File: src/rtl/mux8_rr_arbiter.sv
// Round-robin arbiter that owns the select of an 8:1 data mux.
// One owner at a time; released on done, dropped request or hold timeout.
module mux8_rr_arbiter #(
  parameter int unsigned MAX_HOLD = 15
) (
  input  logic       clk,
  input  logic       rst,
  input  logic [7:0] req,
  input  logic       done,
  output logic [7:0] grant,
  output logic [2:0] sel,
  output logic       sel_valid,
  output logic       timeout
);

  // A zero MAX_HOLD still needs a one-bit counter to keep widths legal.
  localparam int unsigned CNT_W = (MAX_HOLD == 0) ? 1 : $clog2(MAX_HOLD + 1);
  localparam logic [CNT_W-1:0] HoldMax = CNT_W'(MAX_HOLD);
  localparam logic [CNT_W-1:0] HoldSat = {CNT_W{1'b1}};

  typedef enum logic [1:0] {
    StIdle,
    StOwn,
    StGap
  } state_e;

  state_e           state_q;
  logic [2:0]       last_q;
  logic [CNT_W-1:0] hold_q;

  logic [2:0] win;
  logic       win_found;
  logic [2:0] idx;
  logic       r_done;
  logic       r_drop;
  logic       r_to;
  logic       release_own;

  // Search starts just past the previous winner; the previous winner is tried last.
  always_comb begin
    win       = 3'd0;
    win_found = 1'b0;
    idx       = 3'd0;
    for (int k = 1; k <= 8; k++) begin
      idx = last_q + 3'(k);
      if (!win_found && req[idx]) begin
        win       = idx;
        win_found = 1'b1;
      end
    end
  end

  always_comb begin
    r_done      = done;
    r_drop      = !req[sel];
    r_to        = (MAX_HOLD != 0) && (hold_q == HoldMax);
    release_own = r_done || r_drop || r_to;
  end

  always_ff @(posedge clk) begin
    if (rst) begin
      state_q   <= StIdle;
      last_q    <= 3'd7;
      hold_q    <= '0;
      grant     <= 8'h00;
      sel       <= 3'd0;
      sel_valid <= 1'b0;
      timeout   <= 1'b0;
    end else begin
      unique case (state_q)
        StIdle: begin
          timeout <= 1'b0;
          if (win_found) begin
            grant     <= 8'h01 << win;
            sel       <= win;
            sel_valid <= 1'b1;
            last_q    <= win;
            hold_q    <= CNT_W'(1);
            state_q   <= StOwn;
          end else begin
            grant     <= 8'h00;
            sel_valid <= 1'b0;
          end
        end
        StOwn: begin
          if (release_own) begin
            grant     <= 8'h00;
            sel_valid <= 1'b0;
            // A voluntary release on the same edge suppresses the timeout pulse.
            timeout   <= r_to && !r_done && !r_drop;
            state_q   <= StGap;
          end else if (hold_q != HoldSat) begin
            hold_q <= hold_q + 1'b1;
          end
        end
        StGap: begin
          grant     <= 8'h00;
          sel_valid <= 1'b0;
          timeout   <= 1'b0;
          hold_q    <= '0;
          state_q   <= StIdle;
        end
        default: begin
          grant     <= 8'h00;
          sel_valid <= 1'b0;
          timeout   <= 1'b0;
          hold_q    <= '0;
          state_q   <= StIdle;
        end
      endcase
    end
  end

endmodule

File: config.mk
export PLATFORM = sky130hd
export DESIGN_NAME = mux8_rr_arbiter
export DESIGN_NICKNAME = d
export VERILOG_FILES = /design/src/rtl/mux8_rr_arbiter.sv
export SDC_FILE = /design/constraint.sdc
export NUM_CORES = 1
export LEC_CHECK = 0
export CAP_MARGIN = 25
export CORE_ASPECT_RATIO = 1.5
export CORE_UTILIZATION = 55
export CTS_CLUSTER_DIAMETER = 200
export DETAILED_ROUTE_END_ITERATION = 6
export PLACE_DENSITY = 0.79
export RECOVER_POWER = 50
export SYNTH_ARGS = -nofsm -noshare
export SYNTH_HDL_FRONTEND = slang
export SYNTH_SLANG_ARGS = --single-unit
File: constraint.sdc
create_clock -name clk -period 3.8 [get_ports clk]
set_clock_uncertainty 0.05 [all_clocks]
set_input_delay 0.76 -clock clk [delete_from_list [all_inputs] [get_ports clk]]
set_output_delay 0.76 -clock clk [all_outputs]
set_load 0.1 [all_outputs]
Word level (Yosys, flattened, before mapping)
Cells that the tools add are included.

storage, ports and cells
  bits of input ports = 11
  output and inout port bits = 13
  register bits = 22
  word-level logic and storage cells = 105

operators by class
  shifts and indexed selects = 1
  bitwise gates (word level) = 1
  $add $sub $neg = 8
  equal/unequal tests = 7
  $lt $le $gt $ge = 9
  multiplexer cells = 47
  reduce and logical (&&, ||, !) cells = 25

operators with widths
  cell                                                  count
  < comparator 3 x 4 -> 1 bit (second input constant)   9
  binary-select mux 1 bit (select 3 bit)                9
  2-to-1 mux 3 bit                                      8
  2-to-1 mux 1 bit                                      19
  2-to-1 mux 8 bit                                      2
  one-hot mux 8 bit (2 select lines)                    1
  adder 3 bit (second input constant)                   4
  2-to-1 mux 4 bit                                      3
  logical AND 1 bit                                     9
  logical NOT 1 bit                                     9
  inequality test 2 bit (second input constant)         4
  one-hot mux 4 bit (2 select lines)                    1
  left shift 1 x 3 -> 8 bit (first input constant)      1
  adder 3 x 2 -> 3 bit (second input constant)          2
  adder 4 x 1 -> 4 bit (second input constant)          1
  equality test 4 bit (second input constant)           1
  2-to-1 mux 2 bit                                      2
  inequality test 4 bit (second input constant)         1
  one-hot mux 2 bit (2 select lines)                    1
  AND reduction 2 bit                                   2
  adder 3 x 1 -> 3 bit (second input constant)          1
  AND reduction 3 bit                                   1
  equality test 2 x 1 -> 1 bit (second input constant)  1
  logical NOT 2 bit                                     1
  other kinds (4)                                       5

Depth between registers and ports, before layout
Gate-level depths: netlist (run 1).

  depth in word-level cells = 28
  depth in mapped cells = 11
  gate-level depth less buffers = 9

Worst setup path before layout (run 1)
OpenSTA, ideal clock, no wires.

  kind = flip-flop to flip-flop
  start = reg last_q[1]
  end = reg grant[2]
  arrival time = 2811 ps
  stages on the path, launching flop included = 11
  path buffers = 1
  path slack = 821 ps
  period minus slack after synthesis = 2979 ps
  library setup time = 119 ps
  data required time = 3631 ps
  cell sequence = dfxtp_1 buf_2 inv_1 ha_1 mux4_2 mux2i_4 nor2_1 o311a_1 a221o_1 a21o_1 a32o_1

between the ends
  longest elaborated chain between the ends = 28
  elaborated cells between the ends (all ways) = 56
  those cells by class = add/sub (7); shift (1); mux (34); reduce/logical (14)

ends and longest elaborated chain
  what                                    line  RTL
  start, declared                         28    logic [2:0] last_q;
  start signal, assigned                  77    last_q <= win;
  adder 3 x 1 -> 3 bit                    45    idx = last_q + 3'(k);
  binary-select mux 1 bit (select 3 bit)  46    if (!win_found && req[idx]) begin
  2-to-1 mux 1 bit (not written as such)  46
  2-to-1 mux 1 bit                        46
  logical NOT 1 bit                       46
  logical AND 1 bit                       46
  2-to-1 mux 1 bit                        46
  logical NOT 1 bit                       46
  (+12 left out)                          n/a
  logical AND 1 bit                       46
  2-to-1 mux 1 bit                        46
  logical NOT 1 bit                       46
  logical AND 1 bit                       46
  2-to-1 mux 3 bit                        46
  left shift 1 x 3 -> 8 bit               74    grant <= 8'h01 << win;
  2-to-1 mux 8 bit *                      73    if (win_found) begin
  one-hot mux 8 bit (2 select lines) *    70    unique case (state_q)
  end signal, assigned                    74
  end, declared                           10    output logic [7:0] grant,

Every way passes the cells marked *; elsewhere a longest branch is shown, timed or not. The select of a mux whose other input is x is not followed.
A chain may end at the register's enable or synchronous reset.

Final worst setup path (run 1)
  start = in req[7]
  end = reg grant[7]

between the ends
  longest elaborated chain between the ends = 27
  elaborated cells between the ends (all ways) = 55
  those cells by class = eq/ne (1); shift (1); mux (36); reduce/logical (17)

ends and longest elaborated chain
  what                                    line  RTL
  start, declared                         8     input logic [7:0] req,
  binary-select mux 1 bit (select 3 bit)  46
  2-to-1 mux 1 bit (not written as such)  46
  2-to-1 mux 1 bit                        46
  logical NOT 1 bit                       46
  logical AND 1 bit                       46
  2-to-1 mux 1 bit                        46
  logical NOT 1 bit                       46
  logical AND 1 bit                       46
  (+11 left out)                          n/a
  logical AND 1 bit                       46
  2-to-1 mux 1 bit                        46
  logical NOT 1 bit                       46
  logical AND 1 bit                       46
  2-to-1 mux 3 bit                        46
  left shift 1 x 3 -> 8 bit               74
  2-to-1 mux 8 bit                        73
  one-hot mux 8 bit (2 select lines)      70

Several ways; a longest one is shown, not always the timed one. The select of a mux whose other input is x is not followed.

==> results of run 1 <==
-- worst min path at each step --
| stage | depth (start not counted) | end | slack (ns) |
|---|---|---|---|
| 5_1_grt | 1 | grant[2] | 0.44 |
| 6_report | 2 | timeout | 0.41 |
| 4_1_cts | 2 | timeout | 0.42 |
| 3_5_place_dp | 1 | grant[3] | 0.41 |
| 3_3_place_gp | 1 | sel_valid | 0.40 |
| 2_1_floorplan | 2 | hold_q[1] | 0.41 |
-- registers in the layout, summed over array words and instances (netlist names) --
signal,flops
last_q,3
hold_q,4
sel_valid,1
grant,8
timeout,1
sel,3
state_q,2
-- through the flow --
step | std cells | area [um^2] | utilization | hold WS (ns)
after floorplan | 220 | 1990 | - | 0.408
after global placement | 275 | 2220 | 0.645 | 0.398
after detailed placement | 275 | 2220 | 0.645 | 0.410
after CTS | 278 | 2270 | 0.657 | 0.423
after global routing | 278 | 2260 | 0.655 | 0.439
final | 278 | 2260 | 0.655 | 0.414
-- metal layers --
layer | track usage | share of wire | vias up
met5 | 0 | 0 | -
li1 | - | - | 882
met3 | 0.0140 | 0.032 | 16
met2 | 0.525 | 0.55 | 65
met4 | 0.160 | 0.042 | 0
met1 | 0.281 | 0.37 | 872
-- synthesized netlist by cell type, types with 2 or more instances --
| cell type | instances | share of area |
|---|---|---|
| a211o_1 | 2 | 0.0088 |
| a211oi_1 | 2 | 0.0075 |
| a21oi_1 | 5 | 0.013 |
| a32o_1 | 8 | 0.040 |
| and3_1 | 5 | 0.016 |
| buf_2 | 9 | 0.023 |
| buf_6 | 3 | 0.017 |
| clkbuf_1 | 2 | 0.0038 |
| dfxtp_1 | 22 | 0.22 |
| ha_1 | 3 | 0.019 |
| inv_1 | 8 | 0.015 |
| mux2_2 | 4 | 0.023 |
| mux2i_1 | 17 | 0.085 |
| mux2i_4 | 2 | 0.023 |
| mux4_1 | 2 | 0.026 |
| mux4_2 | 10 | 0.11 |
| nand2_1 | 21 | 0.040 |
| nand2b_1 | 3 | 0.0094 |
| nand3_1 | 8 | 0.020 |
| nand4_1 | 2 | 0.0063 |
| nor2_1 | 20 | 0.038 |
| nor2b_1 | 2 | 0.0063 |
| nor3_1 | 7 | 0.018 |
| nor4_1 | 3 | 0.0094 |
| nor4b_1 | 2 | 0.0088 |
| o211ai_1 | 5 | 0.019 |
| o21ai_0 | 5 | 0.013 |
| o21ai_1 | 2 | 0.0050 |
| o221ai_1 | 2 | 0.0088 |
| o22ai_1 | 2 | 0.0063 |
| or2_2 | 2 | 0.0063 |
| xor2_1 | 2 | 0.0088 |
-- cell families (layout without fill, tap and decap cells) --
kind of cell | Yosys count | after routing
DFF | 22 | 22
xor gates and xnor gates | 4 | 4
AOI/OAI and AO/OA | 47 | 47
adders and majority gates | 3 | 3
buffers and inverters | 25 | 41
and+or+nand+nor | 83 | 83
muxes | 36 | 36
-- worst max-delay path, stage by stage --
cell	delay, ns
dlygate4sd3_1	0.69
mux4_1	0.64
nor2_1	0.20
nand3_1	0.16
o31ai_1	0.47
nor3_1	0.11
and3_1	0.25
a32o_1	0.28
-- cell type report --
| class | count | area [um^2] | area share |
|---|---|---|---|
| Sequential cell | 22 | 440 | 0.195 |
| Timing Repair Buffer | 29 | 272 | 0.120 |
| Inverter | 9 | 33.8 | 0.0150 |
| Multi-Input combinational cell | 173 | 1420 | 0.628 |
| Clock buffer | 3 | 41.3 | 0.0183 |
| Tap cell | 42 | 52.6 | 0.0233 |
==> summary.txt, run 1 <==
Worst reg2reg setup slack - 0.45 ns
Rel. slew slack - 0.348
Antenna cell count - 0
Setup WS post-layout - 0.336 ns
Initial antenna violation count - 0
Num Clock Sinks - 22
Fraction of layout cells with a size suffix above 1 - 0.140
Compound-cell area share of the yosys netlist - 0.181
Multiplexer share of the synthesized area - 0.277
Crit path time final - 3.46 ns
GRT Overall Usage - 0.270
Die area - 0.00388 mm^2
Wirelength per Cell - 17.3 um
Pin count of the biggest net entering global routing - 30
Filler cell count - 312
Drt first-iter violations - 76
Max-cap violations - 0
FP Rows - 26
Final Hold Viols - 0
TNS Setup - 0 ns
Post-Synth Simple-Gate Area - 0.211
Root Buffer - clkbuf_8
Vias - 1835
Reg2reg end - grant[1]
Depth of the worst register-to-register path - 9
CTS tree - yes
Synth cell types - 60
R2R Path Start - last_q[1]
RSZ-0062 raised after global routing - no
WS Path Type - input pin to flip-flop
Ys async rst share - 0
Syn Area/Cell - 9.07 um^2
Origin of the worst min-delay path - timeout
Tcrit/Tclk final - 0.912
Gpl congestion - 0.960
Status - finished, final reports clean
Commonest non-fill, non-tap cells in the layout - 22 x dfxtp_1, 21 x nand2_1, 20 x nor2_1
Post-DP HPWL - 3.82 mm
Max Freq - 0.289 GHz
CTS clk-pin slew, worst paths - 0.07 ns
Post-Synth Adder-Cell Area - 0.0188
Final setup viols - 0
Worst Path Required - 3.90 ns
Core Area - 0.00345 mm^2
Least-Margin Pin Slew - 0.974 ns
Slew Viols, Final - 0
Resized cells post-CTS - 0
CP Launch Point - req[7]
Pre-antenna DRT Iters - 4
Clock buffer count from CTS - 3
Worst Setup End Kind - flip-flop
Area grow syn2layout - 13.2%
Number of port buffers - 23
Hold Path Class - flip-flop to flip-flop
Grt total ovfl - 0
Post-synth EDFFs - 0
Syn Nets - 234
Main synth FF type - dfxtp_1
Die height - 75.8 um
Post-synthesis register bit count - 22
Starting density of the core - 0.578
Crit-path max FO - 11
Syn. warnings - 0
CP endpoint - grant[7]
DP Worst Slack - 0.219 ns
Skew-Pair Late Insertion Delay - 0.26 ns
Post-CTS Setup Bufs - 0
Worst setup SP type - input pin
DRC Markers - 0
Most common cell after layout, fill and taps aside - dfxtp_1
Hold buffers post-CTS - 0
Vias in the first global route - 1708
Post-Syn Instances - 220
Vias per std cell - 6.60
Seq/Total Area, Yosys - 0.221
Final WL - 4.80 mm
Clk buf depth - 2
# IOs - 24
Die width - 51.2 um
CP arrival - 3.56 ns
Area of the mapped netlist - 0.00199 mm^2
Synth Area in XOR/XNOR - 0.0251
Largest family of logic cells by synthesized area - multiplexers
H-tree depth - 1
Final ANT Viol Nets - 0
Final nets - 252
First-pass GRT wire length - 7.83 mm
Power of run 1 is left out: the tool's default activity adds up to more than one toggle a clock period on the data nets, which glitch-free logic cannot reach.
==> run 2: changes to the inputs <==
--- a/config.mk
+++ b/config.mk
@@ -5,13 +5,15 @@
 export SDC_FILE = /design/constraint.sdc
 export NUM_CORES = 1
 export LEC_CHECK = 0
+export ABC_AREA = 1
 export CAP_MARGIN = 25
 export CORE_ASPECT_RATIO = 1.5
 export CORE_UTILIZATION = 55
 export CTS_CLUSTER_DIAMETER = 200
 export DETAILED_ROUTE_END_ITERATION = 6
-export PLACE_DENSITY = 0.79
+export PLACE_DENSITY = 0.8
 export RECOVER_POWER = 50
+export SETUP_SLACK_MARGIN = 0.5
 export SYNTH_ARGS = -nofsm -noshare
 export SYNTH_HDL_FRONTEND = slang
 export SYNTH_SLANG_ARGS = --single-unit
==> summary.txt, run 2 <==
TNS Setup - 0 ns (unchanged)
Commonest non-fill, non-tap cells in the layout - 70 x nand2_1, 37 x nand3_1, 36 x nor2_1
# IOs - 24 (unchanged)
Ys async rst share - 0 (unchanged)
CTS clk-pin slew, worst paths - 0.07 ns (about the same)
Main synth FF type - dfxtp_1
Worst Setup End Kind - flip-flop
FP Rows - 25 (-3.8%)
H-tree depth - 1 (unchanged)
Hold WS - 0.415 ns (+0.000687 ns)
RSZ-0062 raised after global routing - no
Post-Syn Instances - 283 (+29%)
Final Hold Viols - 0 (unchanged)
Area of the mapped netlist - 0.00180 mm^2 (-10%)
Skew-Pair Late Insertion Delay - 0.26 ns (about the same)
Filler cell count - 287 (-8.0%)
CTS tree - yes
DRC Markers - 0 (unchanged)
Wirelength per Cell - 12.5 um (-28%)
Syn Nets - 297 (+27%)
Final nets - 320 (+27%)
Status - finished, final reports clean
Syn Area/Cell - 6.34 um^2 (-30%)
Fraction of layout cells with a size suffix above 1 - 0.148 (+0.00771)
Resized cells post-CTS - 0 (unchanged)
Worst Path Required - 3.93 ns (+0.03 ns)
Crit-path max FO - 11 (unchanged)
Synth cell types - 31 (-48%)
Starting density of the core - 0.574 (-0.00437)
Vias per std cell - 5.37 (-19%)
Synth area leader - dfxtp_1
Core Area - 0.00313 mm^2 (-9.3%)
Most flop-heavy register - grant
Post-synth EDFFs - 0 (unchanged)
Max Freq - 0.347 GHz (+20%)
Placed cells - 341 (+24%)
Top cell type's share of synthesized area - 0.245 (+0.0245)
Syn. warnings - 0 (unchanged)
Most common cell after layout, fill and taps aside - nand2_1
Storage cell area - 440 um^2 (unchanged)
Vias in the first global route - 1768 (+3.5%)
Clk buf depth - 2 (unchanged)
Worst setup SP type - flip-flop
Grt total ovfl - 0 (unchanged)
Biggest registers after layout - grant (8), hold_q (4)
Vias - 1853 (+0.98%)
Number of port buffers - 23 (unchanged)
Synth top area cells - dfxtp_1 25%, nand2_1 15%, nand3_1 10%, nor2_1 7.5%, nand3_2 5.6%
Critical-path cell list - buf_4 -> inv_4 -> ha_1 -> inv_1 -> nand3_1 -> nand2_1 -> nor2_1 -> a31oi_1 -> inv_1 -> nand3_1 -> nand3_1 -> nor2_1 -> nand2_1 -> a21oi_1
Die height - 72.0 um (-5.0%)
Commonest cells in the netlist - 70 x nand2_1, 37 x nand3_1, 36 x nor2_1, 22 x dfxtp_1, 21 x inv_1
Count leader, synth - nand2_1
Max reg flops - 8 (unchanged)
Layout Cells excl Fill - 345 (+24%)
Gpl congestion - 0.919 (-4.3%)
Tcrit/Tclk final - 0.759 (-0.153)
Post-DP HPWL - 3.49 mm (-8.6%)
Clock buffer count from CTS - 3 (unchanged)
Drt first-iter violations - 61 (-20%)
First-pass GRT wire length - 7.46 mm (-4.8%)
Hold Path Class - flip-flop to flip-flop
Seq/Total Area, Yosys - 0.245 (+0.0245)
Antenna cell count - 0 (unchanged)
Rel. slew slack - 0.344 (-0.00482)
Area grow syn2layout - 16.9%
Pin count of the biggest net entering global routing - 17 (-43%)
Num Clock Sinks - 22 (unchanged)
Die area - 0.00350 mm^2 (-9.7%)
Final WL - 4.32 mm (-10%)
Multi-input gate area - 0.00118 mm^2 (-17%)
Hold buffers post-CTS - 0 (unchanged)
Post-CTS Setup Bufs - 0 (unchanged)
Least-Margin Pin Slew - 0.981 ns (+0.00721 ns)
Slew Viols, Final - 0 (unchanged)
Pre-antenna DRT Iters - 4 (unchanged)
Root Buffer - clkbuf_8
CP dominant cell by count - nand3_1
Final setup viols - 0 (unchanged)
CP max-delay cell - ha_1
Post-synthesis register bit count - 22 (unchanged)
WS Path Type - flip-flop to flip-flop
Initial antenna violation count - 0 (unchanged)
Die width - 48.7 um (-4.9%)
Max-cap violations - 0 (unchanged)
Crit path time final - 2.88 ns (-0.581 ns)
Crit path largest cell delay - 0.41 ns (-0.28 ns)
CP arrival - 3.01 ns (-0.55 ns)
Final ANT Viol Nets - 0 (unchanged)
GRT Overall Usage - 0.268 (-0.00260)
==> run 2: cell count changes in the layout (fill, tap and decap cells not counted), sizes merged, moves of 12 or more <==
| cell | delta |
|---|---|
| nor2 | +24 |
| nand2 | +61 |
| mux4 | -12 |
| nand3 | +39 |
| inv | +20 |
| mux2i | -19 |
==> run 2: final cells by class <==
| cell class | instances | area share |
|---|---|---|
| clock buffer | 4 | 0.0262 |
| inverter | 31 | 0.0590 |
| multi-input combinational | 223 | 0.564 |
| sequential | 22 | 0.210 |
| tap | 40 | 0.0239 |
| timing repair buffer | 25 | 0.117 |
==> run 2: final timing paths <==
check	from	to	slack, ns	cells after the start
worst max-delay path	last_q[1]	grant[0]	0.92	14
worst min-delay path	grant[4]	grant[4]	0.41	2
worst max register to register	last_q[1]	grant[0]	0.92	14
worst min register to register	grant[4]	grant[4]	0.41	2
==> run 2: kinds of logic (layout without fill, tap and decap cells) <==
group,after synthesis,after routing,share of synthesized area
compound gates,36,36,0.114
fa+ha+maj,3,3,0.0209
buf+inv,38,60,0.0955
flops,22,22,0.245
simple gates,184,184,0.525
==> run 2: per-layer routing <==
metal,routed length [um],track usage,up-vias,share of wire
li1,-,-,975,-
met1,1770,0.292,816,0.41
met2,2230,0.506,48,0.52
met3,151,0.0189,14,0.035
met4,172,0.147,0,0.040
met5,0,0,-,0
==> run 2: critical path: cells and delay by family (launching register included) <==
family                     cells  cell delay [ns]
buffers and inverters          4             0.62
AOI/OAI and AO/OA              2             0.51
adders and majority gates      1             0.41
DFF                            1             0.31
and+or+nand+nor                7             0.89
==> run 2: per-stage QoR <==
stage	setup slack (ns)	utilization	area, um^2
global route	0.616	0.671	2100
global placement	0.824	0.653	2040
detailed placement	0.801	0.653	2040
CTS	1.01	0.671	2100
floorplan	1.26	-	1800
finish	0.917	0.671	2100
Power of run 2 is left out for the same reason.
==> run 3: changes to the inputs <==
==> constraint.sdc (replaced) <==
create_clock -name clk -period 2.7 [get_ports clk]
set_clock_uncertainty 0.05 [all_clocks]
set_input_delay 0.54 -clock clk [delete_from_list [all_inputs] [get_ports clk]]
set_output_delay 0.54 -clock clk [all_outputs]
set_load 0.1 [all_outputs]
==> summary.txt, run 3 (synthesized netlist as in run 2, its figures left out) <==
Drt first-iter violations - 61 (unchanged)
Final ANT Viol Nets - 0 (unchanged)
Reg2reg end - sel[2]
Die area - 0.00350 mm^2 (unchanged)
Worst Setup End Kind - flip-flop
CP dominant cell by count - nand2_2
WS Path Type - flip-flop to flip-flop
Antenna cell count - 0 (unchanged)
Final Hold Viols - 0 (unchanged)
Skew-Pair Late Insertion Delay - 0.26 ns (about the same)
First-pass GRT wire length - 8.41 mm (+13%)
Least-Margin Pin Slew - 1.17 ns (+0.192 ns)
Worst setup SP type - flip-flop
Final setup viols - 0 (unchanged)
Vias - 2054 (+11%)
Filler cell count - 263 (-8.4%)
Post-DP HPWL - 3.64 mm (+4.1%)
Commonest non-fill, non-tap cells in the layout - 59 x nand2_1, 28 x nor2_1, 28 x nand3_1
Origin of the worst min-delay path - grant[6]
TNS Setup - 0 ns (unchanged)
Pin count of the biggest net entering global routing - 13 (-4)
Clock buffer count from CTS - 3 (unchanged)
Slew Viols, Final - 0 (unchanged)
CP max-delay cell - dfxtp_4
Grt total ovfl - 0 (unchanged)
Worst hold path depth - 2 (unchanged)
Depth of the worst register-to-register path - 15 (+1)
Initial antenna violation count - 0 (unchanged)
Core Area - 0.00313 mm^2 (unchanged)
R2R Path Start - last_q[0]
Final WL - 5.22 mm (+21%)
Crit path largest cell delay - 0.39 ns (-0.02 ns)
Vias per std cell - 5.54 (+3.1%)
Final nets - 346 (+8.1%)
Gpl congestion - 0.945 (+2.8%)
Hold Path Class - flip-flop to flip-flop
Fraction of layout cells with a size suffix above 1 - 0.329 (+0.182)
CTS tree - yes
CP arrival - 2.42 ns (-0.59 ns)
Most flop-heavy register - grant
RSZ-0062 raised after global routing - yes
FP Rows - 25 (unchanged)
Root Buffer - clkbuf_8
Rel. slew slack - 0.221 (-0.123)
CTS clk-pin slew, worst paths - 0.08 ns (about the same)
# IOs - 24 (unchanged)
Num Clock Sinks - 22 (unchanged)
Max reg flops - 8 (unchanged)
Wirelength per Cell - 14.1 um (+12%)
Max Freq - 0.432 GHz (+24%)
Biggest registers after layout - grant (8), hold_q (4)
Crit path time final - 2.32 ns (-0.567 ns)
Number of port buffers - 23 (unchanged)
GRT Overall Usage - 0.304 (+0.0360)
Clk buf depth - 2 (unchanged)
Placed Area - 0.00212 mm^2 (+3.8%)
Vias in the first global route - 1989 (+13%)
Critical-path cell list - inv_4 -> ha_4 -> nand3_1 -> nand2_2 -> nand2_2 -> nand2_4 -> nand4_4 -> nor2_4 -> nand2_2 -> nor2_4 -> inv_2 -> nand2_4 -> inv_6 -> o21ai_1 -> nor2_1
Max-cap violations - 0 (unchanged)
Starting density of the core - 0.574 (unchanged)
Hold buffers post-CTS - 0 (unchanged)
Tcrit/Tclk final - 0.858 (+0.0992)
Pre-antenna DRT Iters - 4 (unchanged)
DRC Markers - 0 (unchanged)
Crit-path max FO - 8 (-3)
Most common cell after layout, fill and taps aside - nand2_1
Die height - 72.0 um (unchanged)
Area grow syn2layout - 35.2%
Worst reg2reg setup slack - 0.38 ns (-0.53 ns)
Die width - 48.7 um (unchanged)
H-tree depth - 1 (unchanged)
Status - finished, final reports clean
WHS Endpoint - grant[6]
Design area - 0.00243 mm^2 (+16%)
Worst Path Required - 2.81 ns (-1.12 ns)
## run 3: cell count changes in the layout (fill, tap and decap cells not counted), sizes merged
cell and delta:
buf +26, clkbuf +13, dlygate4sd3 -13, clkdlybuf4s50 -8, dlygate4sd2 +8
## run 3: worst max-delay path by stage
| stage | from | endpoint | cells after the start | slack [ns] |
|---|---|---|---|---|
| after floorplan | last_q[0] | sel_valid | 19 | 0.34 |
| after global placement | req[6] | sel_valid | 16 | -0.05 |
| after detailed placement | req[6] | sel_valid | 16 | -0.07 |
| after CTS | last_q[0] | sel_valid | 17 | 0.44 |
| after global routing | last_q[0] | grant[7] | 14 | 0.26 |
| final | last_q[0] | sel[2] | 15 | 0.38 |
## run 3: through the flow
step | hold WS, ns | setup slack [ns] | std cells | utilization
floorplan | 0.387 | 0.339 | 283 | -
global placement | 0.405 | -0.0460 | 351 | 0.678
detailed placement | 0.406 | -0.0661 | 351 | 0.678
CTS | 0.415 | 0.435 | 367 | 0.759
global route | 0.438 | 0.256 | 371 | 0.776
finish | 0.413 | 0.384 | 371 | 0.776
## run 3: worst max-delay path: cells and delay by family, from the launching register on
kind | cells | cell delay (ns)
compound gates | 1 | 0.16
fa+ha+maj | 1 | 0.33
buf+inv | 3 | 0.16
flops | 1 | 0.39
simple gates | 10 | 1.10
## run 3: layout make-up
| cell class | instances | area [um^2] | share of cell area |
|---|---|---|---|
| clock buffer | 4 | 55.1 | 0.0227 |
| inverter | 31 | 136 | 0.0562 |
| tap | 40 | 50.0 | 0.0206 |
| sequential | 22 | 452 | 0.186 |
| timing repair buffer | 51 | 357 | 0.147 |
| multi-input combinational | 223 | 1380 | 0.568 |
## run 3: layer usage
layer	GRT usage	share of wire
met5	0	0
met4	0.180	0.043
met2	0.594	0.55
met1	0.308	0.38
met3	0.0231	0.029
## run 3: repair_timing
item | in CTS | in global routing
buffers inserted | 12 | 4
cloned | 0 | 0
pin swaps | 22 | 13
resized for setup | 42 | 16
endpoints found under the setup margin | 20 | 20
Power of run 3 is left out for the same reason.
